$ cat config.mk
export PLATFORM = sky130hd
export DESIGN_NAME = seg_scan_ctrl
export DESIGN_NICKNAME = d
export VERILOG_FILES = /design/src/rtl/seg_scan_pkg.sv /design/src/rtl/seg_scan_timer.sv /design/src/rtl/seg_scan_ctrl.sv
export SDC_FILE = /design/constraint.sdc
export NUM_CORES = 1
export LEC_CHECK = 0
export CAP_MARGIN = 5
export CORE_ASPECT_RATIO = 1.25
export CORE_MARGIN = 4
export CORE_UTILIZATION = 58
export CTS_CLUSTER_SIZE = 40
export DETAILED_ROUTE_END_ITERATION = 16
export PLACE_DENSITY = 0.93
export SKIP_CTS_REPAIR_TIMING = 1
export SLEW_MARGIN = 20
export SYNTH_ARGS = -nofsm -noshare
export SYNTH_HDL_FRONTEND = slang
export SYNTH_SLANG_ARGS = --single-unit
$ cat constraint.sdc
create_clock -name clk_i -period 5 [get_ports clk_i]
set_input_delay 1.25 -clock clk_i [delete_from_list [all_inputs] [get_ports clk_i]]
set_output_delay 1.25 -clock clk_i [all_outputs]
set_load 0.02 [all_outputs]
$ cat src/rtl/seg_scan_pkg.sv
// Shared types and default parameters for the seven-segment scan controller.
package seg_scan_pkg;

  // Slot phase: anodes dark (guard) or one digit lit (show).
  typedef enum logic {
    StGuard = 1'b0,
    StShow  = 1'b1
  } scan_state_e;

  localparam int unsigned DefDigits  = 4;
  localparam int unsigned DefTickDiv = 100000;
  localparam int unsigned DefGuard   = 1000;

endpackage

$ cat src/rtl/seg_scan_timer.sv
// Slot timer: counts GUARD cycles, then TICK_DIV-GUARD show cycles, forever.
module seg_scan_timer
  import seg_scan_pkg::*;
#(
  parameter int unsigned TICK_DIV = DefTickDiv,
  parameter int unsigned GUARD    = DefGuard
) (
  input  logic        clk_i,
  input  logic        rst_i,
  output scan_state_e state_o,
  output logic        guard_end_o,
  output logic        slot_end_o
);

  localparam int unsigned CntW = $clog2(TICK_DIV);
  localparam logic [CntW-1:0] GuardLast = CntW'(GUARD - 1);
  localparam logic [CntW-1:0] ShowLast  = CntW'(TICK_DIV - GUARD - 1);

  scan_state_e     state_q, state_d;
  logic [CntW-1:0] cnt_q, cnt_d;

  // Next-state: count within the phase, reload to zero on the phase's last cycle.
  always_comb begin
    state_d     = state_q;
    cnt_d       = cnt_q + CntW'(1);
    guard_end_o = 1'b0;
    slot_end_o  = 1'b0;
    unique case (state_q)
      StGuard: begin
        if (cnt_q == GuardLast) begin
          guard_end_o = 1'b1;
          state_d     = StShow;
          cnt_d       = '0;
        end
      end
      StShow: begin
        if (cnt_q == ShowLast) begin
          slot_end_o = 1'b1;
          state_d    = StGuard;
          cnt_d      = '0;
        end
      end
      default: begin
        state_d = StGuard;
        cnt_d   = '0;
      end
    endcase
  end

  // State and counter registers.
  always_ff @(posedge clk_i or posedge rst_i) begin
    if (rst_i) begin
      state_q <= StGuard;
      cnt_q   <= '0;
    end else begin
      state_q <= state_d;
      cnt_q   <= cnt_d;
    end
  end

  assign state_o = state_q;

endmodule

$ cat src/rtl/seg_scan_ctrl.sv
// Multiplexed seven-segment scan controller with double-buffered display value.
// The frame boundary is the last show cycle of the final digit, so a committed
// value is already on dec_val_o throughout the guard that precedes digit 0.
module seg_scan_ctrl
  import seg_scan_pkg::*;
#(
  parameter int unsigned DIGITS   = DefDigits,
  parameter int unsigned TICK_DIV = DefTickDiv,
  parameter int unsigned GUARD    = DefGuard
) (
  input  logic                  clk_i,
  input  logic                  rst_i,
  input  logic                  wr_valid_i,
  output logic                  wr_ready_o,
  input  logic [4*DIGITS-1:0]   wr_data_i,
  input  logic [DIGITS-1:0]     wr_blank_i,
  output logic [3:0]            dec_val_o,
  input  logic [6:0]            dec_seg_i,
  output logic [6:0]            seg_o,
  output logic [DIGITS-1:0]     an_n_o,
  output logic                  frame_done_o
);

  localparam int unsigned IdxW = $clog2(DIGITS);
  localparam logic [IdxW-1:0] LastIdx = IdxW'(DIGITS - 1);

  scan_state_e state;
  logic        guard_end;
  logic        slot_end;

  logic [4*DIGITS-1:0] act_val_q, act_val_d;
  logic [DIGITS-1:0]   act_blank_q, act_blank_d;
  logic [4*DIGITS-1:0] pend_val_q, pend_val_d;
  logic [DIGITS-1:0]   pend_blank_q, pend_blank_d;
  logic                pend_full_q, pend_full_d;
  logic [IdxW-1:0]     idx_q, idx_d;
  logic [DIGITS-1:0]   an_n_q, an_n_d;
  logic [6:0]          seg_q;

  logic wr_fire;
  logic boundary;
  logic show_next;

  seg_scan_timer #(
    .TICK_DIV (TICK_DIV),
    .GUARD    (GUARD)
  ) u_timer (
    .clk_i       (clk_i),
    .rst_i       (rst_i),
    .state_o     (state),
    .guard_end_o (guard_end),
    .slot_end_o  (slot_end)
  );

  assign wr_fire   = wr_valid_i & ~pend_full_q;
  assign boundary  = slot_end & (idx_q == LastIdx);
  // Anode register is loaded with the phase of the coming cycle so it tracks state.
  assign show_next = guard_end | ((state == StShow) & ~slot_end);

  // Buffer handshake, commit at the frame boundary, digit index and anode next-state.
  always_comb begin
    act_val_d    = act_val_q;
    act_blank_d  = act_blank_q;
    pend_val_d   = pend_val_q;
    pend_blank_d = pend_blank_q;
    pend_full_d  = pend_full_q;
    idx_d        = idx_q;
    an_n_d       = '1;

    // wr_fire requires pend_full_q low, so it never coincides with a commit.
    if (boundary && pend_full_q) begin
      act_val_d   = pend_val_q;
      act_blank_d = pend_blank_q;
      pend_full_d = 1'b0;
    end else if (wr_fire) begin
      pend_val_d   = wr_data_i;
      pend_blank_d = wr_blank_i;
      pend_full_d  = 1'b1;
    end

    if (slot_end) begin
      idx_d = (idx_q == LastIdx) ? '0 : idx_q + IdxW'(1);
    end

    if (show_next && !act_blank_q[idx_q]) begin
      an_n_d[idx_q] = 1'b0;
    end
  end

  // Digit select for the shared decoder.
  always_comb begin
    dec_val_o = '0;
    for (int i = 0; i < int'(DIGITS); i++) begin
      if (idx_q == IdxW'(i)) begin
        dec_val_o = act_val_q[4*i +: 4];
      end
    end
  end

  // Buffers, index and registered pin drives.
  always_ff @(posedge clk_i or posedge rst_i) begin
    if (rst_i) begin
      act_val_q    <= '0;
      act_blank_q  <= '1;
      pend_val_q   <= '0;
      pend_blank_q <= '1;
      pend_full_q  <= 1'b0;
      idx_q        <= '0;
      an_n_q       <= '1;
      seg_q        <= '0;
    end else begin
      act_val_q    <= act_val_d;
      act_blank_q  <= act_blank_d;
      pend_val_q   <= pend_val_d;
      pend_blank_q <= pend_blank_d;
      pend_full_q  <= pend_full_d;
      idx_q        <= idx_d;
      an_n_q       <= an_n_d;
      seg_q        <= dec_seg_i;
    end
  end

  assign wr_ready_o   = ~pend_full_q;
  assign an_n_o       = an_n_q;
  assign seg_o        = seg_q;
  assign frame_done_o = boundary;

endmodule
==> run summary <==
The maximum number of pins on one net before global-route repair came out at 45. The share of synthesized cell area in full adder, half adder and majority cells came out at 2.01%. At the pin with the least slew margin, the transition time is 0.936 ns.

The number of failing hold endpoints at the final stage came out at 0. The clock tree from TritonCTS is yes. Wires add up to 6.12 mm. The antenna diode count is 0. Across every metal layer, demand over resource in global routing totals 20.5%. The worst path meets setup with 1.24 ns of slack.

The largest individual stage delay along the critical path comes from the cell clkdlybuf4s50_1. The initial antenna violation count is 0. The number of levels the H-tree was split into is 3.

After synthesis, the largest family of logic cells by area is multiplexers. The root buffer cell chosen for the clock tree is clkbuf_8. The top cell types in the final layout, fill and taps aside, are dfrtp_1 (60), clkdlybuf4s50_1 (46), mux2_2 (21). Wire segments on met2 add up to 3.29 mm in the final route. The worst-skew pair later-pin latency is 0.35 ns. The congestion estimate from routability-driven global placement came to 0.830. The worst setup path is captured at a primary output. The data required time of the critical path came out at 3.75 ns. The tree built by TritonCTS fans out to 72 sinks. The die covers 0.00662 mm^2. Timing would allow up to 0.266 GHz. The violation count after the first detailed-route iteration is 173. The average cell area after synthesis is 13.9 um^2. The initial core utilization is 60.5%. The core region area came out at 0.00515 mm^2. The register clock-pin slew on the reported worst setup and hold paths is 0.08 ns. The average via count per standard cell came out at 5.72. The detail-routed net length per standard cell came out at 17.9 um.

The DRC violation count after routing came out at 0. The number of iterations in the first detailed-routing pass is 4. The mux contribution to synthesized area came out at 17.8%.

The class of the tightest hold or removal check is reg -> reg. The floorplan die width came out at 73.6 um. The synthesis-to-layout area growth is 22.8%. The number of top-level pins came out at 47.

The residual overflow from global routing came out at 0. The instance count of the mapped netlist is 224. The share of synthesized area in the top cell type comes to 48.2%.

The critical path launch point type is a flop. The highest metal layer used by the detailed router is met4. The HPWL after detailed placement came out at 4.41 mm.

Setup repair after global routing left no endpoint under its margin. The number of max-slew violations in the final report is 0. The sequential cell area fraction in the yosys report came out at 58.3%.

The cell area power density is 302 mW/mm^2. The number of global-route vias before repair is 2158. The library cell used most frequently in the layout, excluding fill and tap cells, is dfrtp_1. The maximum cell stage delay along the critical path is 0.68 ns. The worst setup skew after layout is 0.00824 ns. The number of cell rows is 29. In the post-synthesis netlist, the biggest area contributors are dfrtp_1 (48%), dfstp_2 (10%), mux2_4 (9.2%).

The number of unique standard cell types used by synthesis came out at 39. The post-synthesis net count came out at 259. The via count is 1957. The library cell with the largest summed area after synthesis is dfrtp_1. The global-route wire length before repair came out at 10.2 mm. Setup violations remaining at the end of the flow were counted as 0. The count of state elements after synthesis came out at 72. Traced cell by cell, the critical path runs through inv_1, ha_1, nor2b_1, a221oi_1, o31ai_1, clkdlybuf4s50_1. At the placement stage, the worst setup path has a slack of 1.63 ns.

The met1 wire length came out at 2.40 mm. The net count of the finished layout is 310. The number of buffers inserted during clock tree synthesis is 9. The xor/xnor cell area share of the yosys netlist is 3.65%.

The number of warnings reported in the yosys synthesis log is 0. The relative slew slack is 37.4%. The mapped cell area came out at 0.00312 mm^2. The die height came out at 90.0 um. The shortest clock period the worst path allows after layout is 3.76 ns. IR analysis of the VDD net gives a maximum drop of 0.000285 V.

The kind of critical path is reg -> out. The share of final-layout standard cells stronger than drive strength 1 is 27.9%. The count of max-cap constraint violations is 0. STA puts the critical path data arrival time at 2.51 ns. The clock passes through at most 2 buffers. The run finished with clean final reports. The residual antenna-violating net count after detailed routing came out at 0.

Of all nets on the critical path, the largest fanout is 6. Summed over all cells, the static leakage comes to 1.69 nW. The simple-gate share of the synthesized area came out at 12.2%. The count of buffers inserted at the top-level ports came out at 46.

Detailed routing placed a total of 316 um of wire on met3. The aggregate negative setup slack is 0 ns. The fraction of the mapped netlist area in compound gates came out at 3.77%. The final cycle utilization of the critical path came out at 75.3%.
report_power, final:
group          leakage, nW  internal (W)  switching, W
registers            0.897      0.000609     0.0000130
logic                0.707     0.0000407     0.0000236
clock network       0.0907      0.000244      0.000224
metrics by stage:
| step | utilization [%] | cell area [um^2] | hold slack, ns | total power, W | cells |
|---|---|---|---|---|---|
| 2_1_floorplan | - | 3120 | 0.464 | 0.000660 | 224 |
| 3_3_place_gp | 70.3 | 3620 | 0.485 | 0.000694 | 326 |
| 3_5_place_dp | 70.3 | 3620 | 0.489 | 0.000699 | 326 |
| 4_1_cts | 74.3 | 3830 | 0.506 | 0.00116 | 342 |
| 5_1_grt | 74.3 | 3830 | 0.521 | 0.00120 | 342 |
| 6_report | 74.3 | 3830 | 0.501 | 0.00116 | 342 |
logic make-up after synthesis:
family,Yosys count
flops,72
xor+xnor,13
simple gates,62
fa+ha+maj,5
compound gates,16
mux,42
buf+inv,14
critical path, delay by kind of cell (launching register included):
family	cells	cell delay [ns]
AO/OA/AOI/OAI	2	0.44
adder cells (fa/ha/maj)	1	0.26
buffers and inverters	2	0.78
flip-flops	1	0.40
AND/OR/NAND/NOR	1	0.28
synthesized netlist by cell type (all sizes together):
library cell	instances
nor2	14
inv	6
mux2i	1
nor4b	1
dfrtp	60
ha	5
or4	2
a21o	1
nor4	3
a21oi	1
clkbuf	2
or3	1
dfstp	12
nor4bb	1
mux4	1
o31ai	4
nor2b	8
mux2	40
o21ai	3
and3	2
nand4	6
o21a	2
nand3	7
buf	6
a221oi	4
nand4b	4
and4	2
and2	1
xnor2	5
nor3	2
a31oi	1
xor2	8
nand2	8
path summary, 6_finish.rpt:
check / startpoint / end / slack [ns] / cells after the start
worst max-delay path: idx_q[1] / dec_val_o[0] / 1.24 / 6
worst min-delay path: pend_val_q[11] / act_val_q[11] / 0.50 / 1
worst max register to register: u_timer.cnt_q[13] / act_val_q[12] / 2.38 / 4
worst min register to register: pend_val_q[11] / act_val_q[11] / 0.50 / 1
max in group asynchronous: rst_i / pend_blank_q[3] / 2.68 / 3
min in group asynchronous: rst_i / seg_o[6] / 1.39 / 2
registers in the layout (all words and copies together), names as in the netlist:
signal           count
u_timer.cnt_q       17
act_val_q           16
pend_val_q          16
seg_o                7
act_blank_q          4
an_n_o               4
pend_blank_q         4
idx_q                2
pend_full_q          1
u_timer.state_o      1
area by class of cell:
class,instances,area [um^2]
repair buffers,48,475
multi-input cells,138,1230
fillers,300,1320
clock inverters,6,68.8
flip-flops and latches,72,1820
well taps,62,77.6
inverters,6,22.5
clock buffers,10,138
routing by layer:
metal,vias to the layer above,global-route usage [%]
met2,59,33.4
li1,895,-
met1,995,25.1
met5,-,0
met4,0,7.40
met3,8,6.58
Note: power is estimated with default switching activity, not from simulation.
